File: src/rtl/isa_dma_channel.sv
// Single-channel 8-bit single-mode ISA DMA engine (8237-style channel).
// Each synchronized DRQ request runs one DACK-qualified IOR/IOW cycle and
// moves one byte between the ISA card and system memory.
//
// state     | meaning
// ----------+-----------------------------------------------------------
// IDLE      | channel disarmed, waiting for cfg_start
// ARMED     | waiting for a fresh synchronized DRQ
// MEM_RD    | memory read request for the byte headed to the card
// MEM_RDW   | waiting for memory read data
// SETUP     | dack/aen asserted ahead of the strobe
// STROBE    | ior or iow asserted
// HOLD      | strobe released, dack/aen/data still held
// MEM_WR    | writing the byte captured from the card to memory
// UPDATE    | advance address/count, terminal count handling
module isa_dma_channel #(
  parameter int ADDR_W        = 32,
  parameter int SETUP_CYCLES  = 2,
  parameter int STROBE_CYCLES = 8,
  parameter int HOLD_CYCLES   = 2
) (
  input  logic              clk,
  input  logic              reset,
  input  logic              cfg_start,
  input  logic              cfg_abort,
  input  logic              cfg_dir,
  input  logic              cfg_autoinit,
  input  logic [ADDR_W-1:0] cfg_mem_addr,
  input  logic [15:0]       cfg_count,
  output logic              busy,
  output logic              tc_pulse,
  input  logic              drq,
  output logic              dack,
  output logic              aen,
  output logic              ior,
  output logic              iow,
  input  logic [7:0]        isa_data_in,
  output logic [7:0]        isa_data_out,
  output logic              isa_data_oe,
  output logic [ADDR_W-1:0] mem_addr,
  output logic              mem_read,
  output logic              mem_write,
  output logic [7:0]        mem_wdata,
  input  logic [7:0]        mem_rdata,
  input  logic              mem_waitrequest,
  input  logic              mem_readdatavalid
);

  localparam logic [3:0] S_IDLE    = 4'd0;
  localparam logic [3:0] S_ARMED   = 4'd1;
  localparam logic [3:0] S_MEM_RD  = 4'd2;
  localparam logic [3:0] S_MEM_RDW = 4'd3;
  localparam logic [3:0] S_SETUP   = 4'd4;
  localparam logic [3:0] S_STROBE  = 4'd5;
  localparam logic [3:0] S_HOLD    = 4'd6;
  localparam logic [3:0] S_MEM_WR  = 4'd7;
  localparam logic [3:0] S_UPDATE  = 4'd8;

  // Phase timers load "cycles - 1" and terminate at zero.
  localparam logic [7:0] SETUP_LD  = 8'(SETUP_CYCLES - 1);
  localparam logic [7:0] STROBE_LD = 8'(STROBE_CYCLES - 1);
  localparam logic [7:0] HOLD_LD   = 8'(HOLD_CYCLES - 1);

  logic [3:0]        state;
  logic              drq_meta, drq_s, rearm, abort_pend;
  logic              dir, autoinit;
  logic [ADDR_W-1:0] base_addr, cur_addr;
  logic [15:0]       base_count, cur_count;
  logic [7:0]        timer, data_byte;
  logic              abort_now;

  assign abort_now = abort_pend | cfg_abort;

  // Two-flop synchronizer for the asynchronous card request.
  always_ff @(posedge clk or posedge reset) begin
    if (reset) begin
      drq_meta <= 1'b0;
      drq_s    <= 1'b0;
    end else begin
      drq_meta <= drq;
      drq_s    <= drq_meta;
    end
  end

  // One request = one transfer: a transfer may start only after drq_s was seen low.
  always_ff @(posedge clk or posedge reset) begin
    if (reset)                                     rearm <= 1'b1;
    else if (!drq_s)                               rearm <= 1'b1;
    else if (state == S_ARMED && !cfg_abort)       rearm <= 1'b0;
  end

  // Abort during a transfer is deferred until the transfer has been written back.
  always_ff @(posedge clk or posedge reset) begin
    if (reset)                                      abort_pend <= 1'b0;
    else if (state == S_IDLE || state == S_ARMED)   abort_pend <= 1'b0;
    else if (cfg_abort)                             abort_pend <= 1'b1;
  end

  // Channel sequencer, address/count bookkeeping and data byte capture.
  always_ff @(posedge clk or posedge reset) begin
    if (reset) begin
      state      <= S_IDLE;
      dir        <= 1'b0;
      autoinit   <= 1'b0;
      base_addr  <= '0;
      cur_addr   <= '0;
      base_count <= '0;
      cur_count  <= '0;
      timer      <= '0;
      data_byte  <= '0;
    end else begin
      case (state)
        S_IDLE: if (cfg_start) begin
          dir        <= cfg_dir;
          autoinit   <= cfg_autoinit;
          base_addr  <= cfg_mem_addr;
          cur_addr   <= cfg_mem_addr;
          base_count <= cfg_count;
          cur_count  <= cfg_count;
          state      <= S_ARMED;
        end
        S_ARMED: begin
          if (cfg_abort) state <= S_IDLE;
          else if (drq_s && rearm) begin
            state <= dir ? S_MEM_RD : S_SETUP;
            timer <= SETUP_LD;
          end
        end
        S_MEM_RD:  if (!mem_waitrequest) state <= S_MEM_RDW;
        S_MEM_RDW: if (mem_readdatavalid) begin
          data_byte <= mem_rdata;
          timer     <= SETUP_LD;
          state     <= S_SETUP;
        end
        S_SETUP: begin
          if (timer == 8'd0) begin
            timer <= STROBE_LD;
            state <= S_STROBE;
          end else timer <= timer - 8'd1;
        end
        S_STROBE: begin
          if (timer == 8'd0) begin
            if (!dir) data_byte <= isa_data_in;
            timer <= HOLD_LD;
            state <= S_HOLD;
          end else timer <= timer - 8'd1;
        end
        S_HOLD: begin
          if (timer == 8'd0) state <= dir ? S_UPDATE : S_MEM_WR;
          else timer <= timer - 8'd1;
        end
        S_MEM_WR: if (!mem_waitrequest) state <= S_UPDATE;
        S_UPDATE: begin
          cur_addr <= cur_addr + ADDR_W'(1);
          if (cur_count != 16'd0) begin
            cur_count <= cur_count - 16'd1;
            state     <= abort_now ? S_IDLE : S_ARMED;
          end else begin
            if (autoinit) begin
              cur_addr  <= base_addr;
              cur_count <= base_count;
            end
            state <= (autoinit && !abort_now) ? S_ARMED : S_IDLE;
          end
        end
        default: state <= S_IDLE;
      endcase
    end
  end

  // Outputs decode from state only so an async reset clears them immediately.
  always_comb begin
    busy         = (state != S_IDLE);
    dack         = (state == S_SETUP) || (state == S_STROBE) || (state == S_HOLD);
    aen          = dack;
    ior          = (state == S_STROBE) && !dir;
    iow          = (state == S_STROBE) && dir;
    isa_data_oe  = dack && dir;
    isa_data_out = isa_data_oe ? data_byte : 8'd0;
    mem_read     = (state == S_MEM_RD);
    mem_write    = (state == S_MEM_WR);
    mem_addr     = (mem_read || mem_write) ? cur_addr : '0;
    mem_wdata    = mem_write ? data_byte : 8'd0;
    tc_pulse     = (state == S_UPDATE) && (cur_count == 16'd0);
  end

endmodule
File: config.mk
export PLATFORM = sky130hd
export DESIGN_NAME = isa_dma_channel
export DESIGN_NICKNAME = d
export VERILOG_FILES = /design/src/rtl/isa_dma_channel.sv
export SDC_FILE = /design/constraint.sdc
export NUM_CORES = 1
export LEC_CHECK = 0
export ABC_AREA = 1
export CAP_MARGIN = 20
export CORE_AREA = 2 2 131 133
export DETAILED_ROUTE_END_ITERATION = 7
export DIE_AREA = 0 0 133 135
export GPL_TIMING_DRIVEN = 0
export PLACE_DENSITY = 0.87
export SKIP_LAST_GASP = 1
export SLEW_MARGIN = 0
export SYNTH_ARGS = -nofsm -noshare
export SYNTH_HDL_FRONTEND = slang
export SYNTH_SLANG_ARGS = --single-unit
File: constraint.sdc
create_clock -name clk -period 3.83 [get_ports clk]
set_input_delay 0.766 -clock clk [delete_from_list [all_inputs] [get_ports clk]]
set_output_delay 0.766 -clock clk [all_outputs]
set_load 0.005 [all_outputs]
==> flow_metrics.env, run 1 <==
export IMPL_stdcell_count=1612
export IMPL_synth_ff_type="dfrtp_1"
export IMPL_cts_setup_buffers=0
export IMPL_postSynthAreaPerCell_sq_um=6.46
export IMPL_cts_buffers=17
export IMPL_rsz0062_at_grt="no"
export IMPL_first_iter_violations=887
export IMPL_synth_area_mux_share=0
export IMPL_cap_violations=0
export IMPL_pre_cts_ws_ps=925
export IMPL_htree_levels=4
export IMPL_core_area_sq_mm=0.0164
export IMPL_synth_nets=1306
export IMPL_fin_worst_skew_ps=10.7
export IMPL_netlist_top_cells_count="472 x nand2_1, 171 x nor2_1, 135 x inv_1"
export IMPL_synth_top_family_by_area="simple AND/OR/NAND/NOR gates"
export IMPL_gp_congestion=0.974
export IMPL_wl_per_cell_um=15.2
export IMPL_seq_area_frac_synth=0.385
export IMPL_antennaDiodeCount=0
export IMPL_clk_path_buf_depth=2
export IMPL_synth_xor_area_frac=0.0110
export IMPL_synthTopCellsByArea="dfrtp_1 38%, nand2_1 22%, nor2_1 8.1%"
export IMPL_fin_ws_ps=407
export IMPL_die_w_um=133
export IMPL_yosysMostFrequentCell="nand2_1"
export IMPL_numClockSinks=122
export IMPL_grt_pass1_vias=7879
export IMPL_total_leakage_power_nw=5.06
export IMPL_area_growth_pct=27.8
export IMPL_dieArea_sq_mm=0.0180
export IMPL_synth_top_area_share=0.382
export IMPL_grt_max_degree=40
export IMPL_synthAdderAreaFrac=0.00789
export IMPL_startpoint_type="register"
export IMPL_ioPinCount=130
export IMPL_vias=8507
export IMPL_dr_pass1_iters=6
export IMPL_synth_seq_cells=122
export IMPL_synth_edff_count=0
export IMPL_critPathCaptureType="primary output"
export IMPL_crit_type="reg2out"
export IMPL_antenna_found_initial=0
export IMPL_ctsResizeCount=0
export IMPL_synth_warnings=0
export IMPL_wl_mm=24.6
export IMPL_setup_viol=0
export IMPL_floorplan_initialDensity=0.483
export IMPL_p_per_area_mw_per_mm2=715
export IMPL_tightestPinTransition_ps=614
export IMPL_netlist_instances=1228
export IMPL_period_needed_ps=3420
export IMPL_worst_hold_path_type="reg2reg"
export IMPL_cts_root_buf="clkbuf_16"
export IMPL_worstPathMaxFanout=10
export IMPL_asyncSetResetFlopFracSynth=1.00
export IMPL_clk_pin_slew_worst_paths_ps=60
export IMPL_overflow=0
export IMPL_clk_latency_ps=430
export IMPL_synth_top_cell_by_area="dfrtp_1"
export IMPL_peakVddDrop_uv=465
export IMPL_dp_hpwl_mm=18.4
export IMPL_synth_compound_area_frac=0.0849
export IMPL_yosysUniqueCellTypes=39
export IMPL_io_buffers=129
export IMPL_dp_cells=1580
export IMPL_row_count=47
export IMPL_status="completed"
export IMPL_tns_ps=0
export IMPL_finalMaxSlewViolations=0
export IMPL_required_ps=3060
export IMPL_die_h_um=135
export IMPL_grt_pass1_wl_mm=39.6
export IMPL_nets=1457
export IMPL_routed_via_density=5.28
export IMPL_finalHoldViolCount=0
export IMPL_track_usage=0.281
export IMPL_power_w=0.00724
export IMPL_max_slew_margin=0.591
export IMPL_drive_above_1_share=0.0833
export IMPL_period_share=0.894
export IMPL_drc=0
export IMPL_syn_area_sq_mm=0.00793
export IMPL_fillers=1511
export IMPL_clock_fmax_ghz=0.292
export IMPL_antenna_left=0
export IMPL_cts_tree="yes"
export IMPL_synth_simple_gate_area_frac=0.414
export IMPL_hold_buffers=0
export IMPL_cp_arrival_ps=2660
-- worst paths after layout --
kind	slack [ps]	end	cells past startpoint	from
worst max-delay path	410	mem_addr[5]	7	state[2]
worst min-delay path	350	drq_s	0	drq_meta
worst max register to register	1680	cur_addr[0]	10	cur_count[0]
worst min register to register	350	drq_s	0	drq_meta
max in group asynchronous	2020	cur_count[14]	5	reset
min in group asynchronous	750	cur_addr[18]	2	reset
-- cells in the final DEF, fill, tap and decap left out, types with 9 or more instances in the layout --
| master | n |
|---|---|
| inv_2 | 9 |
| nand2_1 | 472 |
| clkbuf_16 | 17 |
| o21ai_0 | 68 |
| nand3b_1 | 9 |
| dfrtp_1 | 121 |
| nand3_1 | 83 |
| xor2_1 | 9 |
| o211ai_1 | 10 |
| o21ai_1 | 13 |
| nor2_1 | 171 |
| clkbuf_1 | 11 |
| clkdlybuf4s50_1 | 129 |
| inv_1 | 134 |
| a21oi_1 | 21 |
| nor2_2 | 17 |
| buf_2 | 19 |
-- area by class of cell --
type                    count  area [sq um]  area share
inverters                 146           556      0.0548
well taps                 220           275      0.0272
plain buffers              36           215      0.0212
flip-flops and latches    122          3050       0.301
repair buffers            132          1350       0.133
clock buffers              23           478      0.0472
multi-input cells         924          4110       0.405
clock inverters             9          95.1     0.00938
-- cell families (layout without fill, tap and decap cells) --
kind of cell | count (synthesis) | in the layout
buffers and inverters | 182 | 346
XOR/XNOR | 10 | 10
flip-flops | 122 | 122
AO/OA/AOI/OAI | 122 | 122
AND/OR/NAND/NOR | 787 | 787
adder cells (fa/ha/maj) | 5 | 5
-- worst max-delay path, cell delays in order (launching register included) --
cell,delay (ps)
dfrtp_1,420
inv_1,110
nand2_1,130
nor3_2,70
nor2_2,370
clkbuf_1,480
nor2_1,160
clkdlybuf4s50_1,480
-- registers in the layout (all words and copies together), names as in the netlist --
| register | flops |
|---|---|
| dir | 1 |
| drq_s | 1 |
| cur_count | 16 |
| autoinit | 1 |
| base_addr | 32 |
| base_count | 16 |
| data_byte | 8 |
| rearm | 1 |
| timer | 8 |
| cur_addr | 32 |
| abort_pend | 1 |
| drq_meta | 1 |
| state | 4 |
-- report_power, final --
part,internal [W],switching [W]
combinational,0.00119,0.00206
sequential,0.00190,0.000516
clock,0.00100,0.000580
total,0.00409,0.00315
-- metal layers --
layer	vias to the layer above	routed length, um	GRT usage	part of all wire
li1	4118	-	-	-
met1	3927	10300	0.366	0.42
met2	391	11700	0.463	0.47
met3	71	1810	0.0492	0.074
met4	0	816	0.119	0.033
met5	-	0	0	0
-- through the flow --
stage / hold slack [ps] / utilization / area [sq um]
2_1_floorplan: 331 / - / 7930
6_report: 346 / 0.618 / 10100
4_1_cts: 347 / 0.618 / 10100
3_5_place_dp: 339 / 0.583 / 9560
5_1_grt: 353 / 0.618 / 10100
3_3_place_gp: 334 / 0.579 / 9500
Note: power is estimated with default switching activity, not from simulation.
==> run 2: changes to the inputs <==
--- a/config.mk
+++ b/config.mk
@@ -5,11 +5,10 @@
 export SDC_FILE = /design/constraint.sdc
 export NUM_CORES = 1
 export LEC_CHECK = 0
-export ABC_AREA = 1
 export CAP_MARGIN = 20
-export CORE_AREA = 2 2 131 133
+export CORE_AREA = 2 2 126 128
 export DETAILED_ROUTE_END_ITERATION = 7
-export DIE_AREA = 0 0 133 135
+export DIE_AREA = 0 0 128 130
 export GPL_TIMING_DRIVEN = 0
 export PLACE_DENSITY = 0.87
 export SKIP_LAST_GASP = 1
==> run 2 against run 1 <==
Net effect:
- via count shrank 17%
- wire length down 12%
- worst setup slack worse by 270 ps
- power fell by 2.3%
- first-iteration DRC count shrank 16%
==> flow_metrics.env, run 2 <==
export IMPL_worstPathMaxFanout=11
export IMPL_yosysUniqueCellTypes=73
export IMPL_wl_mm=21.6
export IMPL_clk_path_buf_depth=2
export IMPL_period_share=0.963
export IMPL_period_needed_ps=3690
export IMPL_netlist_top_cells_count="205 x nand2_1, 121 x dfrtp_1, 57 x nor2_1"
export IMPL_numClockSinks=122
export IMPL_antenna_found_initial=0
export IMPL_hold_buffers=0
export IMPL_power_w=0.00708
export IMPL_required_ps=3060
export IMPL_max_slew_margin=0.354
export IMPL_die_w_um=128
export IMPL_io_buffers=129
export IMPL_ioPinCount=130
export IMPL_area_growth_pct=30.7
export IMPL_rsz0062_at_grt="no"
export IMPL_setup_viol=0
export IMPL_clk_latency_ps=430
export IMPL_core_area_sq_mm=0.0154
export IMPL_row_count=46
export IMPL_cap_violations=0
export IMPL_postSynthAreaPerCell_sq_um=8.45
export IMPL_final_cell_mix="205 x nand2_1, 129 x clkdlybuf4s50_1, 121 x dfrtp_1, 57 x nor2_1, 49 x and2_1"
export IMPL_synth_warnings=0
export IMPL_dp_hpwl_mm=15.1
export IMPL_floorplan_initialDensity=0.465
export IMPL_syn_area_sq_mm=0.00717
export IMPL_cts_setup_buffers=0
export IMPL_synth_nets=926
export IMPL_clk_pin_slew_worst_paths_ps=50
export IMPL_r2r_slack_ps=1330
export IMPL_finalHoldViolCount=0
export IMPL_fin_ws_ps=142
export IMPL_fillers=1273
export IMPL_cts_root_buf="clkbuf_16"
export IMPL_die_h_um=130
export IMPL_drc=0
export IMPL_final_util=0.607
export IMPL_cts_tree="yes"
export IMPL_ctsResizeCount=1
export IMPL_finalMaxSlewViolations=0
export IMPL_critPathCaptureType="primary output"
export IMPL_overflow=0
export IMPL_cts_buffers=17
export IMPL_clock_fmax_ghz=0.271
export IMPL_vias=7023
export IMPL_startpoint_type="register"
export IMPL_status="completed"
export IMPL_drive_above_1_share=0.0810
export IMPL_synth_ff_type="dfrtp_1"
export IMPL_grt_pass1_vias=7009
export IMPL_tns_ps=0
export IMPL_tightestPinTransition_ps=960
export IMPL_routed_via_density=5.83
export IMPL_pre_cts_ws_ps=244
export IMPL_dr_pass1_iters=5
export IMPL_antenna_left=0
export IMPL_worst_hold_path_type="reg2reg"
export IMPL_asyncSetResetFlopFracSynth=1.00
export IMPL_peakVddDrop_uv=374
export IMPL_total_leakage_power_nw=4.10
export IMPL_synth_top_area_share=0.422
export IMPL_synthTopCellsByArea="dfrtp_1 42%, nand2_1 11%, and2_1 4.3%"
export IMPL_p_per_area_mw_per_mm2=756
export IMPL_htree_levels=4
export IMPL_grt_pass1_wl_mm=35.2
export IMPL_fin_worst_skew_ps=9.12
export IMPL_netlist_instances=848
export IMPL_crit_type="reg2out"
export IMPL_wl_per_cell_um=18.0
export IMPL_synth_edff_count=0
export IMPL_antennaDiodeCount=0
export IMPL_gp_congestion=0.889
export IMPL_yosysMostFrequentCell="nand2_1"
export IMPL_final_common_cell="nand2_1"
export IMPL_synth_seq_cells=122
export IMPL_cp_arrival_ps=2920
export IMPL_grt_max_degree=41
export IMPL_seq_area_frac_synth=0.426
export IMPL_dieArea_sq_mm=0.0166
export IMPL_nets=1077
export IMPL_whs_ps=364
export IMPL_track_usage=0.270
export IMPL_first_iter_violations=742
export IMPL_synth_top_cell_by_area="dfrtp_1"
export IMPL_top_regs="base_addr: 32 flops, cur_addr: 32 flops"
==> run 2: cell count changes in the layout (fill, tap and decap cells not counted), moves of 11 or more <==
| cell | delta |
|---|---|
| nand2_1 | -267 |
| inv_1 | -120 |
| nor2_1 | -114 |
| nand3_1 | -54 |
| and2_1 | +49 |
| o21ai_0 | -31 |
| clkbuf_1 | +17 |
| nor2_2 | -16 |
| nor3_1 | +16 |
| xnor2_1 | +15 |
| mux2i_1 | +13 |
| a21oi_1 | +11 |
| a31oi_1 | +11 |
| and3_1 | +11 |
==> run 2: where the power goes <==
| group | leakage (nW) | switching [W] | internal [W] |
|---|---|---|---|
| clock | 0.300 | 0.000581 | 0.00104 |
| sequential | 1.48 | 0.000610 | 0.00190 |
| combinational | 2.32 | 0.00157 | 0.00139 |
| total | 4.10 | 0.00276 | 0.00432 |
==> run 2: stage by stage <==
| stage | instance area (sq um) | instances |
|---|---|---|
| finish | 9370 | 1204 |
| global route | 9370 | 1204 |
| CTS | 9360 | 1204 |
| detailed placement | 8760 | 1172 |
| global placement | 8700 | 1169 |
| floorplan | 7170 | 848 |
==> run 2: logic make-up after synthesis <==
family / after synthesis / synth area share
simple gates: 439 / 0.305
compound gates: 170 / 0.161
flops: 122 / 0.426
buf+inv: 67 / 0.0417
xor+xnor: 30 / 0.0367
mux: 15 / 0.0213
fa+ha+maj: 5 / 0.00873
==> run 2: worst paths after layout <==
check,cells past startpoint,to,startpoint
setup / recovery,5,isa_data_out[4],state[2]
hold / removal,0,drq_s,drq_meta
setup reg to reg,6,cur_addr[24],cur_addr[1]
hold reg to reg,0,drq_s,drq_meta
max in group asynchronous,4,cur_addr[28],reset
min in group asynchronous,2,data_byte[3],reset
==> run 2: worst max-delay path: stages, from the launching register on <==
cell and delay, ps:
dfrtp_1 370, clkinv_1 260, nor3_1 740, clkbuf_1 400
and3_1 230, clkdlybuf4s50_1 500
==> run 2: area by class of cell <==
class / instances / area [sq um] / share of cell area
multi-input cells: 659 / 3830 / 0.408
plain buffers: 51 / 239 / 0.0255
repair buffers: 132 / 1350 / 0.144
flip-flops and latches: 122 / 3050 / 0.326
clock inverters: 8 / 90.1 / 0.00962
well taps: 192 / 240 / 0.0256
clock buffers: 24 / 502 / 0.0536
inverters: 16 / 63.8 / 0.00681
==> run 2: per-layer routing <==
metal  GRT usage  wire (um)  vias to the layer above
li1            -          -                     3257
met1       0.343       9000                     3344
met2       0.455      10400                      360
met3      0.0463       1570                       62
met4       0.123        698                        0
met5           0          0                        -
